$ cat src/rtl/if_pc_gen_pkg.sv
// if_pc_gen_pkg: shared address width, fetch FSM states and next-pc source encoding
package if_pc_gen_pkg;
  localparam int ADDR_WIDTH = 32;
  typedef enum logic {BOOT, RUN} state_e;
  typedef enum logic [2:0] {SRC_TRAP, SRC_EX, SRC_DEC, SRC_STALL, SRC_PRED, SRC_SEQ} src_e;
  function automatic src_e sel_src(input logic trap, ex, dec, stall, pred);
    return trap ? SRC_TRAP : ex ? SRC_EX : dec ? SRC_DEC : stall ? SRC_STALL : pred ? SRC_PRED : SRC_SEQ;
  endfunction
endpackage

$ cat src/rtl/sat_counter.sv
// sat_counter: up-counter that sticks at all-ones
module sat_counter #(
  parameter int WIDTH = 32
) (
  input  logic             cpu_clk,
  input  logic             cpu_rstn,
  input  logic             inc,
  output logic [WIDTH-1:0] count
);
  always_ff @(posedge cpu_clk or negedge cpu_rstn)
    if (!cpu_rstn) count <= '0;
    else if (inc && !(&count)) count <= count + WIDTH'(1);
endmodule

$ cat src/rtl/if_pc_gen.sv
// if_pc_gen: fetch pc generator with redirect priority, predictor qualification and perf counters
module if_pc_gen import if_pc_gen_pkg::*; #(
  parameter logic [ADDR_WIDTH-1:0] RESET_VECTOR = 32'h0000_0000,
  parameter int                    CNT_WIDTH    = 32
) (
  input  logic                  cpu_clk,
  input  logic                  cpu_rstn,
  input  logic                  stall_if,
  input  logic                  predict_taken,
  input  logic [ADDR_WIDTH-1:0] predict_target_pc,
  input  logic                  trap_enter,
  input  logic [ADDR_WIDTH-1:0] trap_vector,
  input  logic                  mispredict_ex,
  input  logic [ADDR_WIDTH-1:0] redirect_pc_ex,
  input  logic                  jal_dec,
  input  logic [ADDR_WIDTH-1:0] jal_target_dec,
  input  logic                  branch_ex,
  output logic [ADDR_WIDTH-1:0] next_pc,
  output logic [ADDR_WIDTH-1:0] pc,
  output logic                  pc_valid,
  output logic                  predict_taken_if,
  output logic                  flush_if,
  output logic [CNT_WIDTH-1:0]  cnt_branch,
  output logic [CNT_WIDTH-1:0]  cnt_mispredict
);
  state_e                r_state, w_state_nxt;
  logic [ADDR_WIDTH-1:0] r_pc, w_target;
  logic                  r_pc_valid;
  src_e                  w_src;

  always_ff @(posedge cpu_clk or negedge cpu_rstn)
    if (!cpu_rstn) begin
      r_state    <= BOOT;
      r_pc       <= RESET_VECTOR;
      r_pc_valid <= 1'b0;
    end else begin
      r_state    <= w_state_nxt;
      r_pc       <= next_pc;
      r_pc_valid <= 1'b1;
    end

  // Async reset forces BOOT, so every output below takes its BOOT value while reset is held
  always_comb begin
    w_state_nxt      = (r_state == BOOT) ? RUN : r_state;
    flush_if         = (r_state == RUN) & (trap_enter | mispredict_ex | jal_dec);
    predict_taken_if = (r_state == RUN) & predict_taken & r_pc_valid & ~flush_if;
    w_src            = sel_src(trap_enter, mispredict_ex, jal_dec, stall_if, predict_taken_if);
    w_target         = (w_src == SRC_TRAP)  ? trap_vector :
                       (w_src == SRC_EX)    ? redirect_pc_ex :
                       (w_src == SRC_DEC)   ? jal_target_dec :
                       (w_src == SRC_STALL) ? r_pc :
                       (w_src == SRC_PRED)  ? predict_target_pc :
                                              r_pc + ADDR_WIDTH'(4);
    next_pc          = (r_state == BOOT) ? RESET_VECTOR : (w_target & ~ADDR_WIDTH'(3));
  end

  assign pc       = r_pc;
  assign pc_valid = r_pc_valid;

  sat_counter #(.WIDTH(CNT_WIDTH)) u_cnt_branch (
    .cpu_clk(cpu_clk), .cpu_rstn(cpu_rstn), .inc(branch_ex), .count(cnt_branch)
  );
  sat_counter #(.WIDTH(CNT_WIDTH)) u_cnt_mispredict (
    .cpu_clk(cpu_clk), .cpu_rstn(cpu_rstn), .inc(mispredict_ex), .count(cnt_mispredict)
  );
endmodule
$ cat config.mk
export PLATFORM = sky130hd
export DESIGN_NAME = if_pc_gen
export DESIGN_NICKNAME = d
export VERILOG_FILES = /design/src/rtl/if_pc_gen_pkg.sv /design/src/rtl/sat_counter.sv /design/src/rtl/if_pc_gen.sv
export SDC_FILE = /design/constraint.sdc
export NUM_CORES = 1
export LEC_CHECK = 0
export ABC_AREA = 1
export BUFFER_PORTS_ARGS = -buffer_cell sky130_fd_sc_hd__buf_2
export CAP_MARGIN = 25
export CORE_MARGIN = 2
export CORE_UTILIZATION = 40
export DETAILED_ROUTE_END_ITERATION = 8
export GPL_ROUTABILITY_DRIVEN = 1
export PLACE_DENSITY_LB_ADDON = 0.2
export SYNTH_ARGS = -nofsm -noshare
export SYNTH_HDL_FRONTEND = slang
export SYNTH_SLANG_ARGS = --single-unit
$ cat constraint.sdc
create_clock -name cpu_clk -period 2.8 [get_ports cpu_clk]
set_input_delay 0.28 -clock cpu_clk [delete_from_list [all_inputs] [get_ports cpu_clk]]
set_output_delay 0.28 -clock cpu_clk [all_outputs]
set_load 0.005 [all_outputs]
==> results_tabular.tex, run 1 <==
\begin{tabular}{lr}
\hline
Metric & Value \\
\hline
\multicolumn{2}{l}{\textbf{Critical path}} \\
\quad Max incr delay on CP & 0.43 ns \\
\quad Type of the worst setup path & reg2out \\
\quad CP bufs+invs & 1 \\
\quad Required time of the critical path & roughly 2.5 ns \\
\quad Slowest CP cell & sky130\_fd\_sc\_hd\_\_dfrtp\_1 \\
\quad Startpoint class of the critical path & register \\
\quad Crit path max fanout & 7 \\
\quad Worst setup path start & pc[2]\$\_DFF\_PN0\_ \\
\quad Critical register-to-register path endpoint & u\_cnt\_mispredict.count[20]\$\_DFFE\_PN0P\_ \\
\quad Last element of the critical path & next\_pc[18] \\
\quad Data arrival time of the worst path & around 2.3 ns \\
\quad Critical path's top delay family & simple AND/OR/NAND/NOR gates \\
\quad Cells along the critical path & ha\_2 -> nand2\_1 -> nor2\_4 -> nand2\_1 -> nor2\_1 -> or2\_2 -> nand3\_1 -> nand2\_1 -> nand2\_1 -> a21oi\_1 -> buf\_2 \\
\quad Setup slack of the most critical reg-to-reg path & 0.59 ns \\
\quad Worst path depth & 11 \\
\quad Most prevalent standard cell on the critical path & sky130\_fd\_sc\_hd\_\_nand2\_1 \\
\quad Critical Path End Type & primary output \\
\quad Crit Reg-Reg Startpoint & u\_cnt\_mispredict.count[0]\$\_DFFE\_PN0P\_ \\
\quad Path depth of the worst reg2reg path & 12 \\
\multicolumn{2}{l}{\textbf{Clock network}} \\
\quad Root buffer cell & sky130\_fd\_sc\_hd\_\_clkbuf\_16 \\
\quad H-tree level count & 3 \\
\quad Clock tree sinks & 95 \\
\quad TritonCTS buffer count & 9 \\
\quad Clock latency on the worst-skew pair & about 0.36 ns \\
\quad Number of buffers on the longest clock path & 2 \\
\quad Clock transition at the registers of the reported paths & $\sim$0.070 ns \\
\quad TritonCTS clock tree & built \\
\multicolumn{2}{l}{\textbf{STA}} \\
\quad RSZ-0062 raised after global routing & true \\
\quad Final period util & 0.9275 \\
\quad F\_max & 385.1 MHz \\
\quad Final Skew & 0.01006 ns \\
\quad Hold violation total from the final report & 0 \\
\quad Finish-stage setup viols & 0 \\
\quad Max-Slew Margin vs Limit & 0.5400 \\
\quad Max-slew violation count & 0 \\
\quad Tmin final & 2.597 ns \\
\quad Worst Hold Margin & $\sim$0.25 ns \\
\quad Actual transition at the worst max-transition pin & slightly below 0.7 ns \\
\multicolumn{2}{l}{\textbf{Drt}} \\
\quad Residual antenna-violating net count after detailed routing & 0 \\
\quad Total Wirelength & roughly 25 mm \\
\quad Number of design-rule violations left by the first detailed-router iteration & 487 \\
\quad Detailed route wirelength on metal2 & about 12 mm \\
\quad Residual DRC count & 0 \\
\quad Met3 routed WL & about 1.5 mm \\
\quad Highest metal layer used by the detailed router & met5 \\
\quad Vias & between 8000 and 9000 \\
\quad Routed len/inst & approximately 16 µm \\
\quad Average vias per placed instance & approximately 5.1 \\
\quad Met1 routed wirelength after detailed routing & about 11 mm \\
\quad Initial DRT Pass Iterations & 5 \\
\multicolumn{2}{l}{\textbf{Layout}} \\
\quad Layout Nets & 1491 \\
\quad Post-synthesis to final-layout area growth & 26.19\% \\
\quad Fraction of final layout cells sized beyond drive strength 1 & 0.2520 \\
\quad Final design area excluding fillers & 9097 µm² \\
\quad Number of fill cells & $\sim$1900 \\
\multicolumn{2}{l}{\textbf{Global route}} \\
\quad GRT Overall Usage & 0.2580 \\
\quad Wire length of the first global-routing pass & between 30 and 40 mm \\
\quad Number of global-route vias before repair & roughly 7600 \\
\quad Overall overflow remaining after global route & 0 \\
\quad Maximum number of pins on one net before global-route repair & slightly below 50 \\
\quad Number of antenna violations at the first check in global routing & 4 \\
\multicolumn{2}{l}{\textbf{Pwr}} \\
\quad Pwr/cell area & approximately 470 nW/µm² \\
\quad Switching share of power & 0.3492 \\
\quad Sequential group share of total power & 0.412 \\
\quad P\_sw & approximately 1500 µW \\
\quad Leakage & $\sim$0.0046 µW \\
\quad Worst-case vdd ir drop & 0.0003602 V \\
\quad Clock power share & 0.336 \\
\quad Combinational fraction of design power & 0.251 \\
\quad Internal portion of total power & about 2800 µW \\
\multicolumn{2}{l}{\textbf{Floorplanning}} \\
\quad Die Footprint & 19110 µm² \\
\quad Chip height & $\sim$140 µm \\
\quad Placement row count & just under 50 \\
\quad Boundary pin count & roughly 270 \\
\quad Die X-Extent & about 140 µm \\
\quad Core area & 17840 µm² \\
\quad Starting density of the core & 0.4041 \\
\multicolumn{2}{l}{\textbf{Logic synthesis}} \\
\quad Area share of the largest cell type after synthesis & 0.3297 \\
\quad Synthesized area & roughly 7000 µm² \\
\quad Top area cells in the synthesized netlist & sky130\_fd\_sc\_hd\_\_dfrtp\_1 (33\%), sky130\_fd\_sc\_hd\_\_nand2\_1 (19\%), sky130\_fd\_sc\_hd\_\_nor2\_1 (6.6\%) \\
\quad Number of unique standard cell types used by synthesis & 37 \\
\quad Cell count after synthesis & roughly 1100 \\
\quad EDFF count, synth & 0 \\
\quad Yosys warning total & 0 \\
\quad Average instance area after synthesis & 6.536 µm² \\
\quad Post-synthesis async set-or-reset flop share & 1.000 \\
\quad Top flip-flop cell by instance count after synthesis & sky130\_fd\_sc\_hd\_\_dfrtp\_1 \\
\quad Sequential area share after synthesis & 0.3297 \\
\quad Synth area leader & sky130\_fd\_sc\_hd\_\_dfrtp\_1 \\
\quad Number of storage elements in the synthesis netlist & 95 \\
\multicolumn{2}{l}{\textbf{Placement}} \\
\quad Count of input and output buffers & about 250 \\
\quad Post-detailed-placement cell area & 8703 µm² \\
\quad HPWL after detailed placement & between 15 and 20 mm \\
\quad Final RePlAce weighted congestion & 0.9367 \\
\multicolumn{2}{l}{\textbf{Job}} \\
\quad Max-cap viol count & 0 \\
\multicolumn{2}{l}{\textbf{Outcome}} \\
\quad Run status & completed \\
\multicolumn{2}{l}{\textbf{Worst hold path}} \\
\quad Type of the tightest min-delay check & in2reg \\
\hline
\end{tabular}
## layout by cell type (no fill, tap or decap), drive strengths merged
cell | netlist | routed
nor4 | 1 | 1
diode | 0 | 2
buf | 22 | 274
a21oi | 66 | 66
o22ai | 7 | 7
o21ai | 67 | 67
o21bai | 1 | 1
nand3 | 63 | 63
clkinv | 0 | 2
o211ai | 4 | 4
dfrtp | 95 | 95
or2 | 3 | 3
nand2 | 362 | 362
o221ai | 24 | 24
inv | 117 | 120
bufinv | 0 | 2
xor2 | 45 | 45
clkbuf | 18 | 9
ha | 3 | 3
nor3 | 46 | 46
xnor2 | 11 | 11
nand4 | 8 | 8
nand3b | 3 | 3
conb | 2 | 5
nor2 | 134 | 134
dlygate4sd3 | 0 | 1
a21boi | 1 | 1
## per-layer routing
layer | vias to the layer above | global-route usage
li1 | 4054 | -
met1 | 3694 | 0.3205
met2 | 238 | 0.4500
met3 | 45 | 0.05507
met4 | 4 | 0.07948
met5 | - | 0
## flip-flops by register name (all words and copies together) (netlist names)
name,cells
u_cnt_branch.count,32
pc_valid,1
u_cnt_mispredict.count,32
pc,30
## tightest hold or removal path: cells and delay by family
family / cells / cell delay [ns]
AO/OA/AOI/OAI: 2 / 0.20
buffers and inverters: 1 / 0.09
## Yosys cell counts, types with 2 or more instances
| master | count |
|---|---|
| sky130_fd_sc_hd__a21oi_1 | 66 |
| sky130_fd_sc_hd__buf_2 | 10 |
| sky130_fd_sc_hd__buf_4 | 6 |
| sky130_fd_sc_hd__buf_6 | 6 |
| sky130_fd_sc_hd__clkbuf_1 | 18 |
| sky130_fd_sc_hd__conb_1 | 2 |
| sky130_fd_sc_hd__dfrtp_1 | 95 |
| sky130_fd_sc_hd__ha_1 | 3 |
| sky130_fd_sc_hd__inv_1 | 110 |
| sky130_fd_sc_hd__inv_2 | 6 |
| sky130_fd_sc_hd__nand2_1 | 358 |
| sky130_fd_sc_hd__nand2_2 | 2 |
| sky130_fd_sc_hd__nand2_4 | 2 |
| sky130_fd_sc_hd__nand3_1 | 61 |
| sky130_fd_sc_hd__nand3_2 | 2 |
| sky130_fd_sc_hd__nand3b_2 | 2 |
| sky130_fd_sc_hd__nand4_1 | 7 |
| sky130_fd_sc_hd__nor2_1 | 127 |
| sky130_fd_sc_hd__nor2_2 | 7 |
| sky130_fd_sc_hd__nor3_1 | 42 |
| sky130_fd_sc_hd__nor3_2 | 3 |
| sky130_fd_sc_hd__o211ai_1 | 4 |
| sky130_fd_sc_hd__o21ai_0 | 48 |
| sky130_fd_sc_hd__o21ai_2 | 18 |
| sky130_fd_sc_hd__o221ai_1 | 24 |
| sky130_fd_sc_hd__o22ai_1 | 7 |
| sky130_fd_sc_hd__or2_2 | 3 |
| sky130_fd_sc_hd__xnor2_1 | 11 |
| sky130_fd_sc_hd__xor2_1 | 45 |
## cell families after synthesis
| kind of cell | after synthesis | synth area share |
|---|---|---|
| DFF | 95 | 0.3297 |
| adders and majority gates | 3 | 0.005207 |
| and+or+nand+nor | 620 | 0.3596 |
| buffers and inverters | 157 | 0.09320 |
| other | 2 | 0.001042 |
| xor gates and xnor gates | 56 | 0.06803 |
| AOI/OAI and AO/OA | 170 | 0.1432 |
## power by group through the flow
stage	Clock [µW]	Combinational [µW]	Sequential [µW]
2_1_floorplan	0	609	1760
6_report	1450	1080	1780
3_5_place_dp	0	1090	1800
5_1_grt	1520	1230	1810
3_3_place_gp	0	1070	1800
4_1_cts	1480	1100	1780
## metrics by stage
stage	setup WS (ns)	power, µW	utilization	TNS (ns)	instances
2_1_floorplan	0.9381	2369	-	0	1106
6_report	0.2031	4312	0.5099	0	1588
4_1_cts	0.03324	4349	0.5075	0	1583
3_3_place_gp	0.4349	2869	0.4878	0	1566
5_1_grt	-0.06353	4555	0.5098	-0.06353	1587
3_5_place_dp	0.3854	2892	0.4878	0	1566
## worst min-delay path by stage
stage                             from               end  slack, ns  cells after the start
floorplan                     cpu_rstn  pc[10]$_DFF_PN0_      -0.02                      0
global placement              cpu_rstn  pc[21]$_DFF_PN0_       0.37                      1
detailed placement            cpu_rstn  pc[27]$_DFF_PN0_       0.37                      1
CTS                 jal_target_dec[11]  pc[11]$_DFF_PN0_       0.25                      3
global route        jal_target_dec[11]  pc[11]$_DFF_PN0_       0.27                      3
finish              jal_target_dec[11]  pc[11]$_DFF_PN0_       0.25                      3
## area by class of cell
cell class / instances / area (µm²) / area share
Timing Repair Buffer: 275 / 1459 / 0.1604
Multi-Input combinational cell: 854 / 4192 / 0.4607
Clock inverter: 7 / 111.4 / 0.01224
Sequential cell: 95 / 2377 / 0.2613
Antenna cell: 2 / 5.005 / 0.0005501
Inverter: 117 / 441.7 / 0.04855
Tap cell: 229 / 286.5 / 0.03149
Clock buffer: 9 / 225.2 / 0.02476
## timing repair
| action | 4_1_cts | 5_1_grt |
|---|---|---|
| buffers inserted | 0 | 3 |
| pin swaps | 0 | 1 |
| hold endpoints to repair | 19 | 0 |
| endpoints found under the setup margin | 1 | 11 |
| resized for setup | 1 | 5 |
| cloned | 0 | 0 |
| hold buffers | 1 | 0 |
Power figures use the tool's default switching activity.
==> inputs of run 2 (changes only) <==
Clock period 2.8 ns to 2.3 ns, I/O delays scaled along.
==> run 2 against run 1 <==
Against the previous run:
- first-iteration DRC count fell by 8.4%
- final area rose by 5.7%
- largest cell class unchanged
- setup slack got worse by 0.18 ns
- non-clock buffer count rose by 37
- critical endpoint unchanged
- worst hold slack got worse by 0.058 ns
- via count rose by 2.9%
- die area did not move
==> results_tabular.tex, run 2 (synthesis results as in run 1) <==
\begin{tabular}{lr}
\hline
Metric & Value \\
\hline
\multicolumn{2}{l}{\textbf{Pwr}} \\
\quad Worst-case vdd ir drop & $\sim$0.00056 V \\
\quad Leakage & approximately 0.0048 µW \\
\quad Pwr/cell area & around 530 nW/µm² \\
\multicolumn{2}{l}{\textbf{Worst hold path}} \\
\quad Hold Path Cell Cnt & 3 \\
\quad Type of the tightest min-delay check & in2reg \\
\multicolumn{2}{l}{\textbf{STA}} \\
\quad Actual transition at the worst max-transition pin & $\sim$0.59 ns \\
\quad F\_max & roughly 440 MHz \\
\quad PnR worst setup slack & 0.02465 ns \\
\quad Tmin final & about 2.3 ns \\
\quad Hold violation total from the final report & 0 \\
\quad Max-slew violation count & 0 \\
\quad Max-Slew Margin vs Limit & 0.6021 \\
\quad Finish-stage setup viols & 0 \\
\quad Final period util & 0.9893 \\
\quad Final Skew & between 0.01 and 0.015 ns \\
\quad RSZ-0062 raised after global routing & true \\
\multicolumn{2}{l}{\textbf{Drt}} \\
\quad Routed len/inst & 15.90 µm \\
\quad Detailed route wirelength on metal2 & 12.56 mm \\
\quad Residual DRC count & 0 \\
\quad Met3 routed WL & $\sim$1.4 mm \\
\quad Residual antenna-violating net count after detailed routing & 0 \\
\quad Highest metal layer used by the detailed router & met5 \\
\quad Vias & 8270 \\
\quad Met1 routed wirelength after detailed routing & 11.11 mm \\
\quad Number of design-rule violations left by the first detailed-router iteration & 446 \\
\quad Initial DRT Pass Iterations & 5 \\
\quad Total Wirelength & between 20 and 30 mm \\
\quad Average vias per placed instance & 5.089 \\
\multicolumn{2}{l}{\textbf{Placement}} \\
\quad Worst setup slack after placement & 0.1872 ns \\
\quad Final RePlAce weighted congestion & 0.9415 \\
\quad HPWL after detailed placement & 20.22 mm \\
\quad Count of input and output buffers & 254 \\
\quad Cell Count Post-Placement & 1587 \\
\multicolumn{2}{l}{\textbf{Job}} \\
\quad Max-cap viol count & 0 \\
\multicolumn{2}{l}{\textbf{Layout}} \\
\quad Post-synthesis to final-layout area growth & 33.39\% \\
\quad Final Instance Count excl. Fillers & 1625 \\
\quad Number of fill cells & around 1900 \\
\quad Most common library cell in the layout ignoring fill and taps & sky130\_fd\_sc\_hd\_\_nand2\_1 \\
\quad Layout Nets & 1528 \\
\quad Fraction of final layout cells sized beyond drive strength 1 & 0.3293 \\
\quad Leading cell types in the layout, fill and taps excluded & sky130\_fd\_sc\_hd\_\_nand2\_1 (342), sky130\_fd\_sc\_hd\_\_buf\_2 (252), sky130\_fd\_sc\_hd\_\_inv\_1 (108) \\
\multicolumn{2}{l}{\textbf{Clock network}} \\
\quad TritonCTS buffer count & 9 \\
\quad Clock tree sinks & 95 \\
\quad Clock transition at the registers of the reported paths & 0.08 ns \\
\quad Root buffer cell & sky130\_fd\_sc\_hd\_\_clkbuf\_16 \\
\quad H-tree level count & 3 \\
\quad Clock latency on the worst-skew pair & around 0.35 ns \\
\quad TritonCTS clock tree & built \\
\quad Number of buffers on the longest clock path & 2 \\
\multicolumn{2}{l}{\textbf{Global route}} \\
\quad Overall overflow remaining after global route & 0 \\
\quad Number of global-route vias before repair & 7721 \\
\quad Wire length of the first global-routing pass & a little over 40 mm \\
\quad Maximum number of pins on one net before global-route repair & 38 \\
\quad Number of antenna violations at the first check in global routing & 3 \\
\quad GRT Overall Usage & 0.2616 \\
\multicolumn{2}{l}{\textbf{Floorplanning}} \\
\quad Placement row count & between 40 and 50 \\
\quad Starting density of the core & 0.4041 \\
\quad Chip height & roughly 140 µm \\
\quad Boundary pin count & 267 \\
\quad Die X-Extent & between 100 and 150 µm \\
\quad Core area & between 15000 and 20000 µm² \\
\quad Die Footprint & $\sim$19000 µm² \\
\multicolumn{2}{l}{\textbf{Critical path}} \\
\quad Startpoint class of the critical path & register \\
\quad Data arrival time of the worst path & just over 2 ns \\
\quad Type of the worst setup path & reg2out \\
\quad Required time of the critical path & slightly above 2 ns \\
\quad Path depth of the worst reg2reg path & 11 \\
\quad Critical Path End Type & primary output \\
\quad Crit path max fanout & 4 \\
\multicolumn{2}{l}{\textbf{Outcome}} \\
\quad Run status & completed \\
\hline
\end{tabular}
-- run 2: cell types whose count changed in the layout (fill, tap and decap cells not counted), sizes merged --
cell / previous run / this run
clkbuf: 9 / 10
buf: 274 / 311
bufinv: 2 / 0
clkinv: 2 / 3
-- run 2: critical path, stage by stage, from the launching register on --
cell                      delay, ns
sky130_fd_sc_hd__dfrtp_1       0.40
sky130_fd_sc_hd__ha_2          0.23
sky130_fd_sc_hd__nand2_4       0.08
sky130_fd_sc_hd__nor2_4        0.16
sky130_fd_sc_hd__nand2_2       0.10
sky130_fd_sc_hd__nor2_2        0.12
sky130_fd_sc_hd__or2_4         0.13
sky130_fd_sc_hd__nand3_2       0.05
sky130_fd_sc_hd__nand2_1       0.06
sky130_fd_sc_hd__nand2_1       0.06
sky130_fd_sc_hd__a21oi_2       0.14
sky130_fd_sc_hd__buf_2         0.16
-- run 2: repair_timing --
item | 4_1_cts | 5_1_grt
resized for setup | 20 | 90
pin swaps | 2 | 16
endpoints found under the hold margin | 32 | 0
setup buffers | 5 | 14
setup endpoints to repair | 21 | 28
hold buffers | 1 | 0
-- run 2: stage by stage --
stage / setup TNS, ns / power [µW] / cell area (µm²) / utilization / hold slack, ns
finish: 0 / 5113 / 9617 / 0.5390 / 0.1963
global route: -0.5910 / 5416 / 9612 / 0.5387 / 0.2185
CTS: 0 / 5102 / 9239 / 0.5178 / 0.1926
detailed placement: 0 / 3564 / 8861 / 0.4967 / 0.2338
global placement: 0 / 3534 / 8861 / 0.4967 / 0.2379
floorplan: 0 / 2884 / 7221 / - / -0.06559
-- run 2: routing by layer --
layer | GRT usage | up-vias
met5 | 0 | -
met4 | 0.1031 | 4
met3 | 0.04711 | 46
met2 | 0.4432 | 267
met1 | 0.3323 | 3814
li1 | - | 4139
-- run 2: power by group --
group          switching [µW]  internal (µW)
Sequential                277           1880
Combinational             826            626
Clock                     730            772
Total                    1830           3280
-- run 2: path summary, 6_finish.rpt --
kind | from | endpoint | slack [ns]
setup / recovery | pc[3]$_DFF_PN0_ | next_pc[18] | 0.02
hold / removal | jal_target_dec[4] | pc[4]$_DFF_PN0_ | 0.20
setup reg to reg | u_cnt_mispredict.count[0]$_DFFE_PN0P_ | u_cnt_mispredict.count[17]$_DFFE_PN0P_ | 0.33
hold reg to reg | u_cnt_branch.count[8]$_DFFE_PN0P_ | u_cnt_branch.count[8]$_DFFE_PN0P_ | 0.50
max in group asynchronous | cpu_rstn | pc[6]$_DFF_PN0_ | 1.26
min in group asynchronous | cpu_rstn | u_cnt_branch.count[27]$_DFFE_PN0P_ | 0.40
-- run 2: cell type report --
| class | instances | area (µm²) | share of cell area |
|---|---|---|---|
| clock buffer | 10 | 239.0 | 0.02485 |
| clock inverter | 6 | 41.29 | 0.004294 |
| sequential | 95 | 2399 | 0.2494 |
| timing repair buffer | 312 | 1758 | 0.1828 |
| multi-input combinational | 854 | 4447 | 0.4624 |
| inverter | 117 | 441.7 | 0.04593 |
| antenna | 2 | 5.005 | 0.0005204 |
| tap | 229 | 286.5 | 0.02979 |
